<file path="config.mk">
export PLATFORM = sky130hd
export DESIGN_NAME = uart_tx_arbiter
export DESIGN_NICKNAME = d
export VERILOG_FILES = /design/src/rtl/uart_tx_arbiter.sv
export SDC_FILE = /design/constraint.sdc
export NUM_CORES = 1
export LEC_CHECK = 0
export ABC_AREA = 1
export CAP_MARGIN = 30
export CORE_UTILIZATION = 47
export DETAILED_ROUTE_END_ITERATION = 12
export PLACE_DENSITY = 0.85
export SYNTH_ARGS = -nofsm -noshare
export SYNTH_HDL_FRONTEND = slang
export SYNTH_SLANG_ARGS = --single-unit
export TNS_END_PERCENT = 50
</file>
<file path="constraint.sdc">
create_clock -name clk -period 1.85 [get_ports clk]
set_input_delay 0.555 -clock clk [delete_from_list [all_inputs] [get_ports clk]]
set_output_delay 0.555 -clock clk [all_outputs]
set_load 0.05 [all_outputs]
</file>
<file path="src/rtl/uart_tx_arbiter.sv">
// uart_tx_arbiter
//   Shares one UART transmitter between two byte requesters. The owner is
//   chosen only in IDLE and only while the UART is not busy. Each winner gets
//   one ack pulse and one tx_start pulse. The arbiter then waits for tx_busy
//   to rise. If tx_busy never rises, it times out and flags tx_err. It then
//   waits for tx_busy to fall and inserts GAP_CYCLES idle cycles before it
//   can grant again.
//
//   Build option: define UART_ARB_FIXED_PRIO_EN to make req0 always win.
//   Without it, contention is resolved round-robin.
//
// Parameters
//   GAP_CYCLES    idle cycles after tx_busy falls before the next grant (0 ok)
//   BUSY_TIMEOUT  cycles to wait for tx_busy after tx_start (1..255)
// Ports
//   clk, rst                   clock, asynchronous active-low reset
//   req{0,1}_valid/_data/_ack  requester handshakes (ack = 1-cycle pulse)
//   tx_busy, tx_start, tx_data UART transmitter side
//   grant                      one-hot owner of the current frame, 00 when idle
//   arb_busy                   high whenever the FSM is not in IDLE
//   tx_err                     1-cycle pulse when tx_busy fails to rise in time
module uart_tx_arbiter #(
  parameter int unsigned GAP_CYCLES   = 2,
  parameter int unsigned BUSY_TIMEOUT = 16
) (
  input  logic       clk,
  input  logic       rst,
  input  logic       req0_valid,
  input  logic [7:0] req0_data,
  input  logic       req1_valid,
  input  logic [7:0] req1_data,
  output logic       req0_ack,
  output logic       req1_ack,
  input  logic       tx_busy,
  output logic       tx_start,
  output logic [7:0] tx_data,
  output logic [1:0] grant,
  output logic       arb_busy,
  output logic       tx_err
);

  typedef enum logic [2:0] {
    S_IDLE, S_START, S_WAIT_BUSY, S_WAIT_DONE, S_GAP
  } state_e;

  localparam int unsigned     GW       = (GAP_CYCLES > 1) ? $clog2(GAP_CYCLES) : 1;
  localparam logic [GW-1:0]   GAP_LAST = (GAP_CYCLES == 0) ? '0 : GW'(GAP_CYCLES - 1);
  localparam logic [7:0]      TO_LAST  = 8'(BUSY_TIMEOUT);

  state_e      state_q, state_d;
  logic [7:0]  cnt_q, cnt_d;
  logic [GW-1:0] gap_q, gap_d;
  logic        rdy_q;
  logic        tx_start_q, tx_start_d;
  logic [1:0]  ack_q, ack_d;
  logic [7:0]  tx_data_q, tx_data_d;
  logic [1:0]  grant_q, grant_d;
  logic        err_q, err_d;
  logic        pick1;

`ifdef UART_ARB_FIXED_PRIO_EN
  assign pick1 = ~req0_valid;
`else
  // last_q = 1 means req1 owned the previous frame.
  logic last_q, last_d;
  assign pick1 = req1_valid & (~req0_valid | ~last_q);
`endif

  always_comb begin
    state_d    = state_q;
    cnt_d      = cnt_q;
    gap_d      = gap_q;
    tx_start_d = 1'b0;
    ack_d      = 2'b00;
    tx_data_d  = tx_data_q;
    grant_d    = grant_q;
    err_d      = 1'b0;
`ifndef UART_ARB_FIXED_PRIO_EN
    last_d     = last_q;
`endif
    case (state_q)
      S_IDLE: begin
        // rdy_q holds off the first grant until one edge after reset release.
        if (rdy_q && (req0_valid || req1_valid) && !tx_busy) begin
          state_d    = S_START;
          tx_start_d = 1'b1;
          ack_d      = pick1 ? 2'b10 : 2'b01;
          grant_d    = pick1 ? 2'b10 : 2'b01;
          tx_data_d  = pick1 ? req1_data : req0_data;
`ifndef UART_ARB_FIXED_PRIO_EN
          last_d     = pick1;
`endif
        end
      end
      S_START: begin
        state_d = S_WAIT_BUSY;
        cnt_d   = '0;
      end
      S_WAIT_BUSY: begin
        if (tx_busy) begin
          state_d = S_WAIT_DONE;
        end else begin
          cnt_d = cnt_q + 8'd1;
          if (cnt_q + 8'd1 == TO_LAST) begin
            err_d = 1'b1;
            gap_d = '0;
            // A zero gap has no GAP cycle to spend, so go straight home.
            if (GAP_CYCLES == 0) begin
              state_d = S_IDLE;
              grant_d = 2'b00;
            end else begin
              state_d = S_GAP;
            end
          end
        end
      end
      S_WAIT_DONE: begin
        if (!tx_busy) begin
          gap_d = '0;
          if (GAP_CYCLES == 0) begin
            state_d = S_IDLE;
            grant_d = 2'b00;
          end else begin
            state_d = S_GAP;
          end
        end
      end
      S_GAP: begin
        if (gap_q == GAP_LAST) begin
          state_d = S_IDLE;
          grant_d = 2'b00;
        end else begin
          gap_d = gap_q + 1'b1;
        end
      end
      default: begin
        state_d = S_IDLE;
        grant_d = 2'b00;
      end
    endcase
  end

  always_ff @(posedge clk or negedge rst) begin
    if (!rst) begin
      state_q    <= S_IDLE;
      cnt_q      <= '0;
      gap_q      <= '0;
      rdy_q      <= 1'b0;
      tx_start_q <= 1'b0;
      ack_q      <= 2'b00;
      tx_data_q  <= 8'h00;
      grant_q    <= 2'b00;
      err_q      <= 1'b0;
    end else begin
      state_q    <= state_d;
      cnt_q      <= cnt_d;
      gap_q      <= gap_d;
      rdy_q      <= 1'b1;
      tx_start_q <= tx_start_d;
      ack_q      <= ack_d;
      tx_data_q  <= tx_data_d;
      grant_q    <= grant_d;
      err_q      <= err_d;
    end
  end

`ifndef UART_ARB_FIXED_PRIO_EN
  // Reset points at req1 so req0 wins the first contention.
  always_ff @(posedge clk or negedge rst) begin
    if (!rst) last_q <= 1'b1;
    else      last_q <= last_d;
  end
`endif

  assign tx_start = tx_start_q;
  assign tx_data  = tx_data_q;
  assign req0_ack = ack_q[0];
  assign req1_ack = ack_q[1];
  assign grant    = grant_q;
  assign tx_err   = err_q;
  assign arb_busy = (state_q != S_IDLE);

endmodule

</file>
### Word level (Yosys, flattened, before mapping)

Index checks and enable logic that the tools add are counted.

| word-level totals | value |
|---|---|
| register bits after elaboration | 28 |
| output and inout port bits | 15 |
| logic and storage cells | 67 |

| cells by class | value |
|---|---|
| $add $sub $neg | 2 |
| equality and inequality tests | 11 |
| mux-type cells | 25 |
| bitwise gates (word level) | 5 |
| reduce and logical (&&, ||, !) cells | 14 |

Operator list:

| kind | number |
|---|---|
| 8-bit two-way mux | 2 |
| 8-bit case mux with 2 select lines | 1 |
| 3-bit two-way mux | 5 |
| 3-bit case mux with 5 select lines | 1 |
| 2-bit two-way mux | 5 |
| 2-bit != test (second input constant) | 5 |
| 1-bit two-way mux | 9 |
| 8-bit by 1-bit adder with 8-bit output (second input constant) | 1 |
| 8-bit by 5-bit equality test with 1-bit output (second input constant) | 1 |
| 4-bit AND reduction | 2 |
| 3-bit by 2-bit equality test with 1-bit output (second input constant) | 2 |
| 2-bit case mux with 3 select lines | 1 |
| 3-bit nonzero test | 2 |
| 2-bit AND reduction | 2 |
| 3-bit by 1-bit equality test with 1-bit output (second input constant) | 1 |
| 3-bit equality test (second input constant) | 1 |
| 3-bit zero test | 1 |
| 3-bit != test (second input constant) | 1 |
| 1-bit NOT | 3 |
| 1-bit case mux with 3 select lines | 1 |
| 3-bit AND reduction | 1 |
| 3-bit OR reduction | 1 |
| 1-bit logical AND | 2 |
| 2-bit nonzero test | 1 |
| 5 further kinds | 5 |

### Longest topological paths before layout

Gate-level depths: netlist of run 1.

| depth | value |
|---|---|
| word-level depth | 6 |
| depth in mapped cells | 11 |
| depth with buffers taken out | 11 |

### Worst setup path before layout of run 1

No wires, ideal clock.

| timing path | value |
|---|---|
| path type | register to register |
| from | register state_q[0] |
| to | register tx_data_q[0], in the netlist tx_data[0] |
| arrival | 1.329 ns |
| slack | 0.401 ns |
| cell stages (with the launch flop) | 11 |
| buffers on the path | 0 |
| period minus slack after synthesis | 1.449 ns |
| cells stage by stage | dfrtp_1 -> nor2_2 -> inv_2 -> nor2_2 -> inv_2 -> nor2_4 -> inv_2 -> nor2_4 -> inv_2 -> o22ai_1 -> nor2_1 |

| between the ends | value |
|---|---|
| longest elaborated chain between the ends | 2 |

RTL lines:

| what | line | source |
|---|---|---|
| start, declared | 50 | `state_e state_q, state_d;` |
| start signal, assigned | 155 | `state_q <= state_d;` |
| 3-bit zero test | 81 | `case (state_q)` |
| 2-bit AND reduction (no line) | n/a |  |
| end signal, assigned | 161 | `tx_data_q <= tx_data_d;` |
| end, declared | 56 | `logic [7:0] tx_data_q, tx_data_d;` |

Every way passes these cells.
A chain may end at the register's enable or synchronous reset.

### Final worst setup path of run 1

| timing path | value |
|---|---|
| from | register state_q[0] |
| to | output arb_busy |

| between the ends | value |
|---|---|
| longest elaborated chain between the ends | 1 |

RTL lines:

| what | line | source |
|---|---|---|
| 3-bit nonzero test | 181 | `assign arb_busy = (state_q != S_IDLE);` |
| end, declared | 38 | `output logic arb_busy,` |

Every way passes these cells.

==> results of run 1 <==
==> layout by cell type (no fill, tap or decap), types with 3 or more instances in the layout <==
master                            netlist  layout
sky130_fd_sc_hd__buf_4                  0      28
sky130_fd_sc_hd__clkbuf_4               0       3
sky130_fd_sc_hd__clkdlybuf4s50_1        0      20
sky130_fd_sc_hd__dfrtp_1               27      25
sky130_fd_sc_hd__inv_1                 20      20
sky130_fd_sc_hd__inv_2                  7       6
sky130_fd_sc_hd__nand2_1               30      30
sky130_fd_sc_hd__nand3_1                9       9
sky130_fd_sc_hd__nand4_1                4       4
sky130_fd_sc_hd__nor2_1                31      31
sky130_fd_sc_hd__nor2_4                 5       7
sky130_fd_sc_hd__o21ai_0                5       5
sky130_fd_sc_hd__o22ai_1               12      12
==> sequential cells by signal (all words and copies together) (netlist names) <==
register,cells
last_q,1
tx_data,8
tx_start,1
grant,2
state_q,3
rdy_q,1
gap_q,1
cnt_q,8
tx_err,1
ack_q,2
==> layer usage <==
metal  up-vias  global-route usage [%]  share of wire (%)
met5         -                       0                  0
met4         0                   9.408                1.5
met3         6                   2.558                3.9
met2        41                   41.82                 52
met1       585                   24.54                 42
li1        628                       -                  -
==> metrics by stage <==
| step | instance area [µm²] | hold slack [ps] | utilization (%) |
|---|---|---|---|
| global route | 1863 | 542.1 | 67.56 |
| finish | 1863 | 509.0 | 67.56 |
| global placement | 1762 | 451.9 | 63.88 |
| CTS | 1848 | 511.8 | 67.01 |
| detailed placement | 1762 | 492.5 | 63.88 |
| floorplan | 1363 | 259.4 | - |
==> worst max-delay path, stage by stage, from the launching register on <==
cell	delay, ps
sky130_fd_sc_hd__dfrtp_2	460
sky130_fd_sc_hd__nor2_4	120
sky130_fd_sc_hd__inv_2	50
sky130_fd_sc_hd__nor2_4	110
sky130_fd_sc_hd__inv_4	50
sky130_fd_sc_hd__buf_8	140
==> cells by family (layout without fill, tap and decap cells) <==
kind of cell / count (synthesis) / after routing / share of synthesized area [%]
XOR/XNOR: 1 / 1 / 0.6429
adder cells (fa/ha/maj): 1 / 1 / 0.9181
flip-flops: 28 / 28 / 51.52
buffers and inverters: 28 / 80 / 7.805
other: 1 / 1 / 0.2752
AND/OR/NAND/NOR: 83 / 83 / 27.92
AO/OA/AOI/OAI: 23 / 23 / 10.93
==> timing repair <==
| action | in CTS | in global routing |
|---|---|---|
| hold buffers | 0 | 0 |
| setup buffers | 5 | 2 |
| endpoints found under the setup margin | 1 | 1 |
| pin swaps | 2 | 2 |
| gates resized for setup | 7 | 0 |
==> worst paths after layout <==
path,startpoint,end,slack (ps),cells past startpoint
max in group asynchronous,rst,last_q,960,2
hold reg to reg,last_q,last_q,510,2
setup reg to reg,state_q[0],tx_data[7],140,12
hold / removal,last_q,last_q,510,2
setup / recovery,state_q[0],arb_busy,20,5
min in group asynchronous,rst,cnt_q[5],570,2
==> layout make-up <==
class,instances,area (µm²),area share (%)
inverter,27,103.9,5.574
clock buffer,4,26.28,1.410
timing repair buffer,49,425.4,22.83
tap,31,38.79,2.082
multi-input combinational,109,564.3,30.29
sequential,28,704.4,37.81
==> report_power, final <==
group          internal, W  total [W]  switching (W)
Sequential        0.000802   0.000942       0.000141
Combinational     0.000561    0.00154       0.000980
Clock            0.0000846   0.000258       0.000174
==> reports/summary.log, run 1 <==
[outcome] outcome complete, no violations
[placement] Cells after DPL 237
[synth] top cell type's share of synthesized area 49.59%
[sta] Finish-stage setup viols 0
[synth] count of flip-flops with a built-in enable after synthesis 0
[drt] Detailed Route Iter0 Violations 28
[clocking] maximum buffer depth of the clock tree 2
[setup_path] maximum fanout along the worst path 2
[synth] netlist area before placement 1363 µm²
[drt] ratio of routed vias to standard cells 5.081
[sta] post-layout min period 1832 ps
[die] die height 55.84 µm
[sta] unrepaired setup endpoints after global routing true
[drt] mean routed wirelength per cell 13.07 µm
[synth] Synth area leaders sky130_fd_sc_hd__dfrtp_1 (50%), sky130_fd_sc_hd__nor2_1 (8.5%), sky130_fd_sc_hd__nand2_1 (8.3%), sky130_fd_sc_hd__inv_1 (5.5%), sky130_fd_sc_hd__o22ai_1 (5.5%)
[drt] total wirelength of the detailed-routed design 3241 µm
[cells_and_area] fraction of final layout cells sized beyond drive strength 1 24.88%
[min_path] path type of the worst min-delay path reg2reg
[synth] FFs w/ async S/R, synth 100.0%
[die] FP Rows 19
[clocking] H-Tree Level Count 1
[drt] count of vias placed by the detailed router 1260
[sta] Fmax 0.5459 GHz
[die] Boundary Pins 36
[sta] number of pins with negative max-slew slack in the final report 0
[synth] yosys synthesis warning count 0
[synth] cell type with the highest aggregate area in the netlist sky130_fd_sc_hd__dfrtp_1
[global_routing] maximum number of pins on one net before global-route repair 29
[cells_and_area] Layout fillers 229
[sta] final worst-path setup slack 18.15 ps
[synth] syn avg cell area 8.258 µm²
[global_routing] vias in the first global route 1260
[drt] number of nets with antenna violations after routing 0
[global_routing] first-pass GRT wire length 5347 µm
[setup_path] Arrival @ worst endpoint 1280 ps
[die] core box area 2758 µm²
[setup_path] category of the worst setup path launch point flop
[placement] worst slack at placement -136.9 ps
[cells_and_area] area growth from synthesis to layout 36.73%
[placement] last weighted congestion value of the routability-driven placer 0.8628
[global_routing] Total GRT Usage 21.98%
[cells_and_area] antenna diode count 0
[drt] DRC viols 0
[drt] DR pass1 iterations 4
[global_routing] GR Overflow Total 0
[synth] most frequently used flop master after synthesis sky130_fd_sc_hd__dfrtp_1
[synth] portion of the post-synthesis area used by sequential elements 51.52%
[power] cell leakage power 0.9186 nW
[clocking] clock buffers created by TritonCTS 3
[clocking] Worst-Skew Late Latency 330 ps
[power] worst-case vdd ir drop 1.147 mV
[setup_path] type of destination of the critical path output pin
[clocking] clock root buffer sky130_fd_sc_hd__clkbuf_4
[synth] most repeated cell in the gate-level netlist after synthesis sky130_fd_sc_hd__nor2_1
[sta] post-route clock skew 17.65 ps
[synth] Unique masters post-synth 22
[cells_and_area] total number of nets in the final design 240
[setup_path] category of the critical setup timing path reg2out
[clocking] CTS sink cnt 28
[clocking] clock tree from TritonCTS yes
[placement] count of input and output buffers 35
[synth] number of instances in the synthesized netlist 165
[setup_path] data required time of the worst path 1290 ps
[flow_run] # Max-Cap Violations 0
[die] starting density of the core 49.41%
[cells_and_area] non-filler instance count after layout 248
[power] PnR Total Power 0.002742 W
[synth] top cells by count, synth sky130_fd_sc_hd__nor2_1 (31), sky130_fd_sc_hd__nand2_1 (30), sky130_fd_sc_hd__dfrtp_1 (27), sky130_fd_sc_hd__inv_1 (20), sky130_fd_sc_hd__o22ai_1 (12)
[synth] syn_nets 187
[synth] post-synthesis sequential element count 28
[die] full die area 3118 µm²
[sta] Sum Neg Setup Slack 0 ps
[sta] final number of hold-violating endpoints 0
[sta] Tcrit/Tclk final 99.02%
[die] Die X-Extent 55.84 µm
[clocking] Clock transition at path regs 150 ps
[placement] HPWL after DPL 2387 µm
[power] Power per Cell Area 1472 nW/µm²
[global_routing] initial antenna violation count 0
No activity file was read; power rests on OpenSTA's default activity.
==> inputs of run 2 (changes only) <==
--- a/config.mk
+++ b/config.mk
@@ -7,6 +7,8 @@
 export LEC_CHECK = 0
 export ABC_AREA = 1
 export CAP_MARGIN = 30
+export CORE_ASPECT_RATIO = 0.9
+export CORE_MARGIN = 1
 export CORE_UTILIZATION = 47
 export DETAILED_ROUTE_END_ITERATION = 12
 export PLACE_DENSITY = 0.85
==> run 2 against run 1 <==
Effect of this change: clock skew is 8.7 ps lower; largest cell class unchanged; first-iteration DRC count grew to 2.9 times the previous value; clock power is 14% higher; worst setup slack better by 16 ps; largest power group unchanged; global-route usage is 2.0 points lower; critical endpoint unchanged; final area is 0.60% lower.
==> reports/summary.log, run 2 (same netlist as run 1, synthesis figures left out) <==
[die] full die area 3119 µm²
[sta] post-route clock skew 8.928 ps
[placement] Cells after DPL 246
[drt] count of vias placed by the detailed router 1231
[sta] final number of hold-violating endpoints 0
[cells_and_area] antenna diode count 0
[setup_path] type of destination of the critical path output pin
[drt] DR pass1 iterations 4
[cells_and_area] Sequential Area 704.4 µm²
[cells_and_area] top library cells by usage in the layout, fill and taps aside sky130_fd_sc_hd__nor2_1 (31), sky130_fd_sc_hd__nand2_1 (30), sky130_fd_sc_hd__dfrtp_1 (25), sky130_fd_sc_hd__buf_4 (24)
[global_routing] Total GRT Usage 19.97%
[setup_path] worst reg2reg path depth 10
[sta] final worst hold slack 522.8 ps
[die] Die X-Extent 58.76 µm
[clocking] CTS sink cnt 28
[placement] HPWL after DPL 2196 µm
[placement] placed instance area 1773 µm²
[clocking] clock buffers created by TritonCTS 3
[sta] Tcrit/Tclk final 98.18%
[setup_path] maximum fanout along the worst path 3
[sta] post-layout min period 1816 ps
[setup_path] data required time of the worst path 1290 ps
[global_routing] first-pass GRT wire length 4802 µm
[cells_and_area] total number of nets in the final design 236
[global_routing] GR Overflow Total 0
[cells_and_area] final non-filler cell area 1852 µm²
[die] starting density of the core 49.59%
[placement] count of input and output buffers 35
[min_path] cell count of the worst hold path 2
[sta] number of pins with negative max-slew slack in the final report 0
[die] die height 53.08 µm
[clocking] maximum buffer depth of the clock tree 2
[clocking] H-Tree Level Count 1
[die] Boundary Pins 36
[drt] number of nets with antenna violations after routing 0
[drt] ratio of routed vias to standard cells 4.866
[drt] DRC viols 0
[cells_and_area] footprint of the multi-input gates 564.3 µm²
[clocking] clock tree from TritonCTS yes
[setup_path] category of the worst setup path launch point flop
[sta] Finish-stage setup viols 0
[setup_path] Max stage delay on crit path 460 ps
[drt] Detailed Route Iter0 Violations 80
[setup_path] crit-path cells nor2_4, inv_2, nor2_4, inv_2, buf_8
[die] FP Rows 18
[clocking] Worst-Skew Late Latency 320 ps
[sta] Fmax 0.5506 GHz
[sta] unrepaired setup endpoints after global routing true
[cells_and_area] non-filler instance count after layout 253
[cells_and_area] area growth from synthesis to layout 35.90%
[placement] last weighted congestion value of the routability-driven placer 0.8308
[setup_path] category of the critical setup timing path reg2out
[cells_and_area] fraction of final layout cells sized beyond drive strength 1 23.94%
[drt] mean routed wirelength per cell 11.64 µm
[sta] final worst-path setup slack 33.70 ps
[clocking] Clock transition at path regs 150 ps
[global_routing] vias in the first global route 1137
[die] core box area 2748 µm²
[clocking] clock root buffer sky130_fd_sc_hd__clkbuf_4
[power] worst-case vdd ir drop 0.9875 mV
[flow_run] # Max-Cap Violations 0
[power] cell leakage power 0.9046 nW
[drt] total wirelength of the detailed-routed design 2944 µm
[placement] worst slack at placement -103.6 ps
[global_routing] initial antenna violation count 0
[global_routing] maximum number of pins on one net before global-route repair 29
[power] Power per Cell Area 1437 nW/µm²
[cells_and_area] most common cell after layout, fill and taps aside sky130_fd_sc_hd__nor2_1
[min_path] path type of the worst min-delay path reg2reg
[sta] Sum Neg Setup Slack 0 ps
[setup_path] standard cell with the maximum stage delay on the critical path sky130_fd_sc_hd__dfrtp_2
[cells_and_area] Layout fillers 224
[clocking] count of hold-fix buffers inserted at cts 0
[setup_path] Arrival @ worst endpoint 1260 ps
[outcome] outcome complete, no violations
[run 2: layout make-up]
type	count	area share, %
flip-flops and latches	28	38.04
multi-input cells	109	30.47
repair buffers	45	21.35
inverters	27	5.473
well taps	40	2.703
clock buffers	4	1.959
[run 2: final timing paths]
kind | startpoint | end | slack (ps)
worst max-delay path | state_q[1] | arb_busy | 30
worst min-delay path | last_q | last_q | 520
worst max register to register | cnt_q[0] | gap_q | 180
worst min register to register | last_q | last_q | 520
max in group asynchronous | rst | last_q | 950
min in group asynchronous | rst | cnt_q[5] | 600
[run 2: per-layer routing]
layer  track usage [%]  wire length [µm]
met2             34.85              1469
met3             2.934               124
met4             1.984                 0
met5                 0                 0
met1             27.19              1350
[run 2: worst max-delay path, delay by kind of cell (launching register included)]
kind | cells | cell delay [ps]
and+or+nand+nor | 2 | 210
DFF | 1 | 460
buffers and inverters | 3 | 280
[run 2: timing repair]
action	4_1_cts	5_1_grt
buffers inserted	2	1
endpoints found under the setup margin	1	1
pin swaps	0	1
gates resized for setup	5	1
[run 2: per-stage QoR]
stage,power [W],utilization (%)
floorplan,0.001862,-
global placement,0.002230,64.53
detailed placement,0.002266,64.53
CTS,0.002633,66.99
global route,0.002805,67.40
finish,0.002661,67.40
[run 2: power breakdown]
part	internal, W	leakage, nW	switching, W	total [W]
Combinational	0.000495	0.532	0.000927	0.00142
Clock	0.000120	0.0210	0.000175	0.000295
Sequential	0.000802	0.352	0.000142	0.000944
